File: config.mk
export PLATFORM = sky130hd
export DESIGN_NAME = regfile_wb_arbiter
export DESIGN_NICKNAME = d
export VERILOG_FILES = /design/src/rtl/regfile_wb_arbiter.sv
export SDC_FILE = /design/constraint.sdc
export NUM_CORES = 1
export LEC_CHECK = 0
export CAP_MARGIN = 10
export CORE_AREA = 4 4 125 127
export CTS_BUF_LIST = sky130_fd_sc_hd__clkbuf_4 sky130_fd_sc_hd__clkbuf_8
export DETAILED_ROUTE_END_ITERATION = 10
export DIE_AREA = 0 0 129 131
export HOLD_SLACK_MARGIN = 0.12
export PLACE_DENSITY = 0.78
export SETUP_SLACK_MARGIN = 0.3
export SYNTH_ARGS = -nofsm -noshare
export SYNTH_HDL_FRONTEND = slang
export SYNTH_SLANG_ARGS = --single-unit
export TNS_END_PERCENT = 100
File: constraint.sdc
create_clock -name clk -period 1.4 [get_ports clk]
set_input_delay 0.21 -clock clk [delete_from_list [all_inputs] [get_ports clk]]
set_output_delay 0.21 -clock clk [all_outputs]
set_load 0.01 [all_outputs]
File: src/rtl/regfile_wb_arbiter.sv
// Register-file write-port arbiter: primary WB writes always win; late load results queue in a
// small FIFO, drain into idle port cycles, and are squashed by younger primary writes to the same register.
module regfile_wb_arbiter #(
   parameter int unsigned REGISTER_LEN    = 32,
   parameter int unsigned REG_ADDRESS_LEN = 4,
   parameter int unsigned DEPTH           = 2,
   parameter int unsigned STARVE_LIMIT    = 8
) (
   input  logic                       clk,
   input  logic                       rst,
   input  logic                       wb_en,
   input  logic [REG_ADDRESS_LEN-1:0] wb_address,
   input  logic [REGISTER_LEN-1:0]    wb_data,
   input  logic                       ld_valid,
   input  logic [REG_ADDRESS_LEN-1:0] ld_address,
   input  logic [REGISTER_LEN-1:0]    ld_data,
   output logic                       ld_ready,
   input  logic [REG_ADDRESS_LEN-1:0] src1,
   input  logic [REG_ADDRESS_LEN-1:0] src2,
   input  logic                       two_src,
   output logic                       reg_file_wb_en,
   output logic [REG_ADDRESS_LEN-1:0] reg_file_wb_address,
   output logic [REGISTER_LEN-1:0]    reg_file_wb_data,
   output logic                       pending_hazard,
   output logic                       stall_req
);

   localparam int unsigned PW = $clog2(DEPTH);
   localparam int unsigned CW = PW + 1;
   localparam int unsigned SW = $clog2(STARVE_LIMIT + 1);

   logic [REG_ADDRESS_LEN-1:0] addr_q [DEPTH];
   logic [REG_ADDRESS_LEN-1:0] addr_d [DEPTH];
   logic [REGISTER_LEN-1:0]    data_q [DEPTH];
   logic [REGISTER_LEN-1:0]    data_d [DEPTH];
   logic [DEPTH-1:0]           vld_q, vld_d;
   logic [PW-1:0]              wr_ptr_q, wr_ptr_d, rd_ptr_q, rd_ptr_d;
   logic [CW-1:0]              count_q, count_d;
   logic [SW-1:0]              starve_q, starve_d;
   logic                       hold_q, hold_d;
   logic                       out_en_q, out_en_d;
   logic                       out_fifo_q, out_fifo_d;
   logic [REG_ADDRESS_LEN-1:0] out_addr_q, out_addr_d;
   logic [REGISTER_LEN-1:0]    out_data_q, out_data_d;

   logic full, empty, head_vld, push, pop;

   assign full     = (count_q == CW'(DEPTH));
   assign empty    = (count_q == '0);
   assign head_vld = ~empty & vld_q[rd_ptr_q];
   assign push     = ld_valid & ~full;
   assign pop      = ~wb_en & ~empty;

   assign ld_ready            = ~full;
   assign reg_file_wb_en      = out_en_q;
   assign reg_file_wb_address = out_addr_q;
   assign reg_file_wb_data    = out_data_q;

   // Stall latches once raised and only releases when the queue has fully drained.
   assign stall_req = (starve_q == SW'(STARVE_LIMIT)) | full |
                      (hold_q & ~(empty & (starve_q == '0)));
   assign hold_d    = stall_req;

   always_comb begin
      pending_hazard = out_en_q & out_fifo_q &
                       ((out_addr_q == src1) | (two_src & (out_addr_q == src2)));
      for (int unsigned i = 0; i < DEPTH; i++) begin
         if (vld_q[i] & ((addr_q[i] == src1) | (two_src & (addr_q[i] == src2))))
            pending_hazard = 1'b1;
      end
   end

   always_comb begin
      addr_d   = addr_q;
      data_d   = data_q;
      vld_d    = vld_q;
      wr_ptr_d = wr_ptr_q;
      rd_ptr_d = rd_ptr_q;
      count_d  = count_q + CW'(push) - CW'(pop);

      // Squash first so an entry enqueued this cycle is judged against the same primary write.
      if (wb_en) begin
         for (int unsigned i = 0; i < DEPTH; i++) begin
            if (addr_q[i] == wb_address) vld_d[i] = 1'b0;
         end
      end
      if (pop) begin
         vld_d[rd_ptr_q] = 1'b0;
         rd_ptr_d        = rd_ptr_q + PW'(1);
      end
      if (push) begin
         addr_d[wr_ptr_q] = ld_address;
         data_d[wr_ptr_q] = ld_data;
         vld_d[wr_ptr_q]  = ~(wb_en & (ld_address == wb_address));
         wr_ptr_d         = wr_ptr_q + PW'(1);
      end

      out_addr_d = out_addr_q;
      out_data_d = out_data_q;
      out_en_d   = 1'b0;
      out_fifo_d = 1'b0;
      if (wb_en) begin
         out_en_d   = 1'b1;
         out_addr_d = wb_address;
         out_data_d = wb_data;
      end else if (pop & head_vld) begin
         out_en_d   = 1'b1;
         out_fifo_d = 1'b1;
         out_addr_d = addr_q[rd_ptr_q];
         out_data_d = data_q[rd_ptr_q];
      end

      starve_d = starve_q;
      if (empty | pop)
         starve_d = '0;
      else if (head_vld & (starve_q != SW'(STARVE_LIMIT)))
         starve_d = starve_q + SW'(1);
   end

   always_ff @(posedge clk or negedge rst) begin
      if (!rst) begin
         addr_q     <= '{default: '0};
         data_q     <= '{default: '0};
         vld_q      <= '0;
         wr_ptr_q   <= '0;
         rd_ptr_q   <= '0;
         count_q    <= '0;
         starve_q   <= '0;
         hold_q     <= 1'b0;
         out_en_q   <= 1'b0;
         out_fifo_q <= 1'b0;
         out_addr_q <= '0;
         out_data_q <= '0;
      end else begin
         addr_q     <= addr_d;
         data_q     <= data_d;
         vld_q      <= vld_d;
         wr_ptr_q   <= wr_ptr_d;
         rd_ptr_q   <= rd_ptr_d;
         count_q    <= count_d;
         starve_q   <= starve_d;
         hold_q     <= hold_d;
         out_en_q   <= out_en_d;
         out_fifo_q <= out_fifo_d;
         out_addr_q <= out_addr_d;
         out_data_q <= out_data_d;
      end
   end

endmodule

==> results of run 1 <==
-- metal layers --
metal | up-vias | wire, microns
li1 | 2218 | -
met1 | 2433 | 7491
met2 | 145 | 9713
met3 | 27 | 863
met4 | 0 | 295
met5 | - | 0
-- registers in the layout, summed over array words and instances (netlist names) --
signal / cells
reg_file_wb_en: 1
reg_file_wb_data: 32
count_q: 2
starve_q: 4
wr_ptr_q: 1
vld_q: 2
data_q: 64
addr_q: 8
reg_file_wb_address: 4
hold_q: 1
out_fifo_q: 1
rd_ptr_q: 1
-- power by group through the flow --
stage	Sequential, mW	Clock, mW	Combinational [mW]
6_report	6.39	3.37	14.7
5_1_grt	6.57	3.60	15.5
4_1_cts	6.37	3.44	13.2
3_5_place_dp	6.35	0	8.72
3_3_place_gp	6.22	0	8.45
2_1_floorplan	6.36	0	5.35
-- cell families (layout without fill, tap and decap cells) --
kind of cell / after synthesis / count (layout) / share of synthesized area
AO/OA/AOI/OAI: 75 / 75 / 0.07118
XOR/XNOR: 43 / 43 / 0.06612
adder cells (fa/ha/maj): 4 / 4 / 0.008788
AND/OR/NAND/NOR: 105 / 105 / 0.08085
multiplexers: 111 / 111 / 0.2109
buffers and inverters: 32 / 296 / 0.03054
flip-flops: 121 / 121 / 0.5316
-- synth_stat cells, types with 8 or more instances --
library cell / instances / area share
buf_2: 10 / 0.0088
clkbuf_1: 8 / 0.0053
mux2i_1: 39 / 0.069
xor2_1: 27 / 0.042
o21ai_0: 25 / 0.022
nand3_1: 9 / 0.0079
nor2_1: 11 / 0.0072
o21ai_1: 42 / 0.037
mux2_1: 18 / 0.036
mux2_2: 54 / 0.11
dfrtp_1: 121 / 0.53
nand2_1: 68 / 0.045
xnor2_1: 16 / 0.025
-- stage by stage --
| stage | cell area [sq um] | total power [mW] | worst slack (ns) | hold slack [ns] | TNS (ns) |
|---|---|---|---|---|---|
| 2_1_floorplan | 5924 | 11.70 | -0.08390 | -0.08559 | -2.552 |
| 3_3_place_gp | 7714 | 14.68 | -0.8070 | 0.1773 | -24.75 |
| 3_5_place_dp | 7714 | 15.08 | -0.9407 | 0.1906 | -24.70 |
| 4_1_cts | 9264 | 23.02 | -0.5851 | 0.2101 | -21.96 |
| 5_1_grt | 9683 | 25.67 | -0.6325 | 0.2658 | -37.56 |
| 6_report | 9683 | 24.42 | -0.5629 | 0.2485 | -31.73 |
-- timing repair --
action,4_1_cts,5_1_grt
hold endpoints to repair,121,0
gates resized for setup,341,48
setup buffers,43,28
hold buffers,1,0
pin swaps,21,20
setup endpoints to repair,159,161
cloned,12,0
-- cell type report --
| cell class | instances | share of cell area |
|---|---|---|
| Multi-Input combinational cell | 338 | 0.3320 |
| Sequential cell | 121 | 0.3130 |
| Timing Repair Buffer | 260 | 0.2856 |
| Clock buffer | 23 | 0.03140 |
| Tap cell | 184 | 0.02378 |
| Clock inverter | 8 | 0.01215 |
| Inverter | 5 | 0.002197 |
-- how the worst min path moves through the flow --
stage / startpoint / end / depth (start not counted)
floorplan: rst / addr_q[0] / 0
global placement: rst / reg_file_wb_data[19] / 1
detailed placement: rst / reg_file_wb_data[19] / 1
CTS: wb_en / rd_ptr_q / 4
global route: rst / reg_file_wb_data[18] / 2
finish: rst / reg_file_wb_data[18] / 2
==> metrics, run 1 <==
run status=complete, but fails checks; failing checks=setup timing; drt wl/cell=19.56 microns; die width=129 microns; Final Core Density=0.6713; syn avg cell area=11.60 sq um; slew margin rel.=0.6896; worst setup path category=register to output pin; Worst EP required=1.19 ns; Critical Path Fanout Max=3; RSZ-0062 raised after global routing=true; Worst path depth=5; Placer Congestion=0.9446; Starting DRT DRC Count=234; core footprint=0.01442 sq mm; pwr dens=2522 mW/mm^2; met2 usage=0.3860; Worst Slack Setup Final=-0.5629 ns; Syn Inst Count=491; htree depth=4; CP delay by family, top=flip-flops; TritonCTS Buffers=17; asr flop ratio synth=1.000; max-slew violations=0; measured slew at the worst slew-check pin=0.4656 ns; number of synthesized flops with an enable pin=0; Non-Filler Instances=939; Root Buffer=clkbuf_8; cell area after synthesis=0.005695 sq mm; ANT cells=0; share of post-route cells with drive strength above 1=0.4914; final WL=18.36 mm; Critical R2R Capture=count_q[1]; Mapped Nets=580; VDD IR max=1.301 mV; fin nets=832; final number of setup-violating endpoints=124; pin count of the biggest net entering global routing=75; Setup crit start kind=register; clock-pin slew on the worst setup and hold paths=0.07 ns; Via density=5.136; RR Startpoint=count_q[1]; worst setup path endpoint=pending_hazard; P_leak=4.574 nW; Clk Latency, worst-skew pair=0.45 ns; GR Util met3=0.05732; CP peak stage delay=0.41 ns; internal power=15.66 mW; vias in the first global route=5,325; Die Ht=131 microns; logic gate share of total power=0.600; final antenna-violating net count=0; final hold violations=0; Flop pwr share=0.262; cells along the critical path=xor2_1 > o41ai_2 > nand3_1 > nand3_2 > buf_6; Worst Skew=0.01105 ns; commonest non-fill, non-tap cell in the layout=dfrtp_1; critical path's slowest cell=dfrtp_1; Critical Path Source=reg_file_wb_address[2]; PortBufs=124; DIE AREA=0.01690 sq mm; commonest non-fill, non-tap cells in the layout=dfrtp_1 (119), clkdlybuf4s50_1 (82), buf_4 (66); Final Cycle Share=1.402; Worst Hold Class=input port to asynchronous set/reset pin; max cap viols=0; via count=4,823; Max Clock Freq=509.5 MHz; Arr. time, crit path=1.75 ns; Initial Util=0.3949; flops & latches, synth=121; row count=44; buffers plus inverters on the worst setup path=1; critical path capture point type=output pin; CTS sink count=121; Multi-input gate area=0.003214 sq mm; initial antenna violation count=0; CTS tree=done; YS warnings=0; sw power=8.759 mW; Storage cell area=0.003030 sq mm; area grow syn2layout=70.01%; 1st-pass router iterations=4; io pins=125; r2r setup slk=-0.36 ns; busiest grt layer=met2; CTS Buffer Depth=2; switch share=0.3587; Detailed Place HPWL=10.79 mm; met1 usage=0.2698; Global Route Usage Sum=0.2215; Cells after DPL=824; minimum clock period=1.963 ns; top_reg_cell synth=dfrtp_1; grt ovf=0; drt drc=0; Reg2Reg Depth=10; Clk pwr share=0.138; register area share after synthesis=0.5316; synth unique cells=32; fillers=1,043; first-pass GRT wire length=28.64 mm
(Power assumes the default switching activity.)
==> run 2, diff against run 1 <==
--- a/config.mk
+++ b/config.mk
@@ -8,6 +8,7 @@
 export CAP_MARGIN = 10
 export CORE_AREA = 4 4 125 127
 export CTS_BUF_LIST = sky130_fd_sc_hd__clkbuf_4 sky130_fd_sc_hd__clkbuf_8
+export CTS_CLUSTER_DIAMETER = 80
 export DETAILED_ROUTE_END_ITERATION = 10
 export DIE_AREA = 0 0 129 131
 export HOLD_SLACK_MARGIN = 0.12
==> results of run 2 <==
The final DEF is identical to that of run 1; final timing and power are the same.
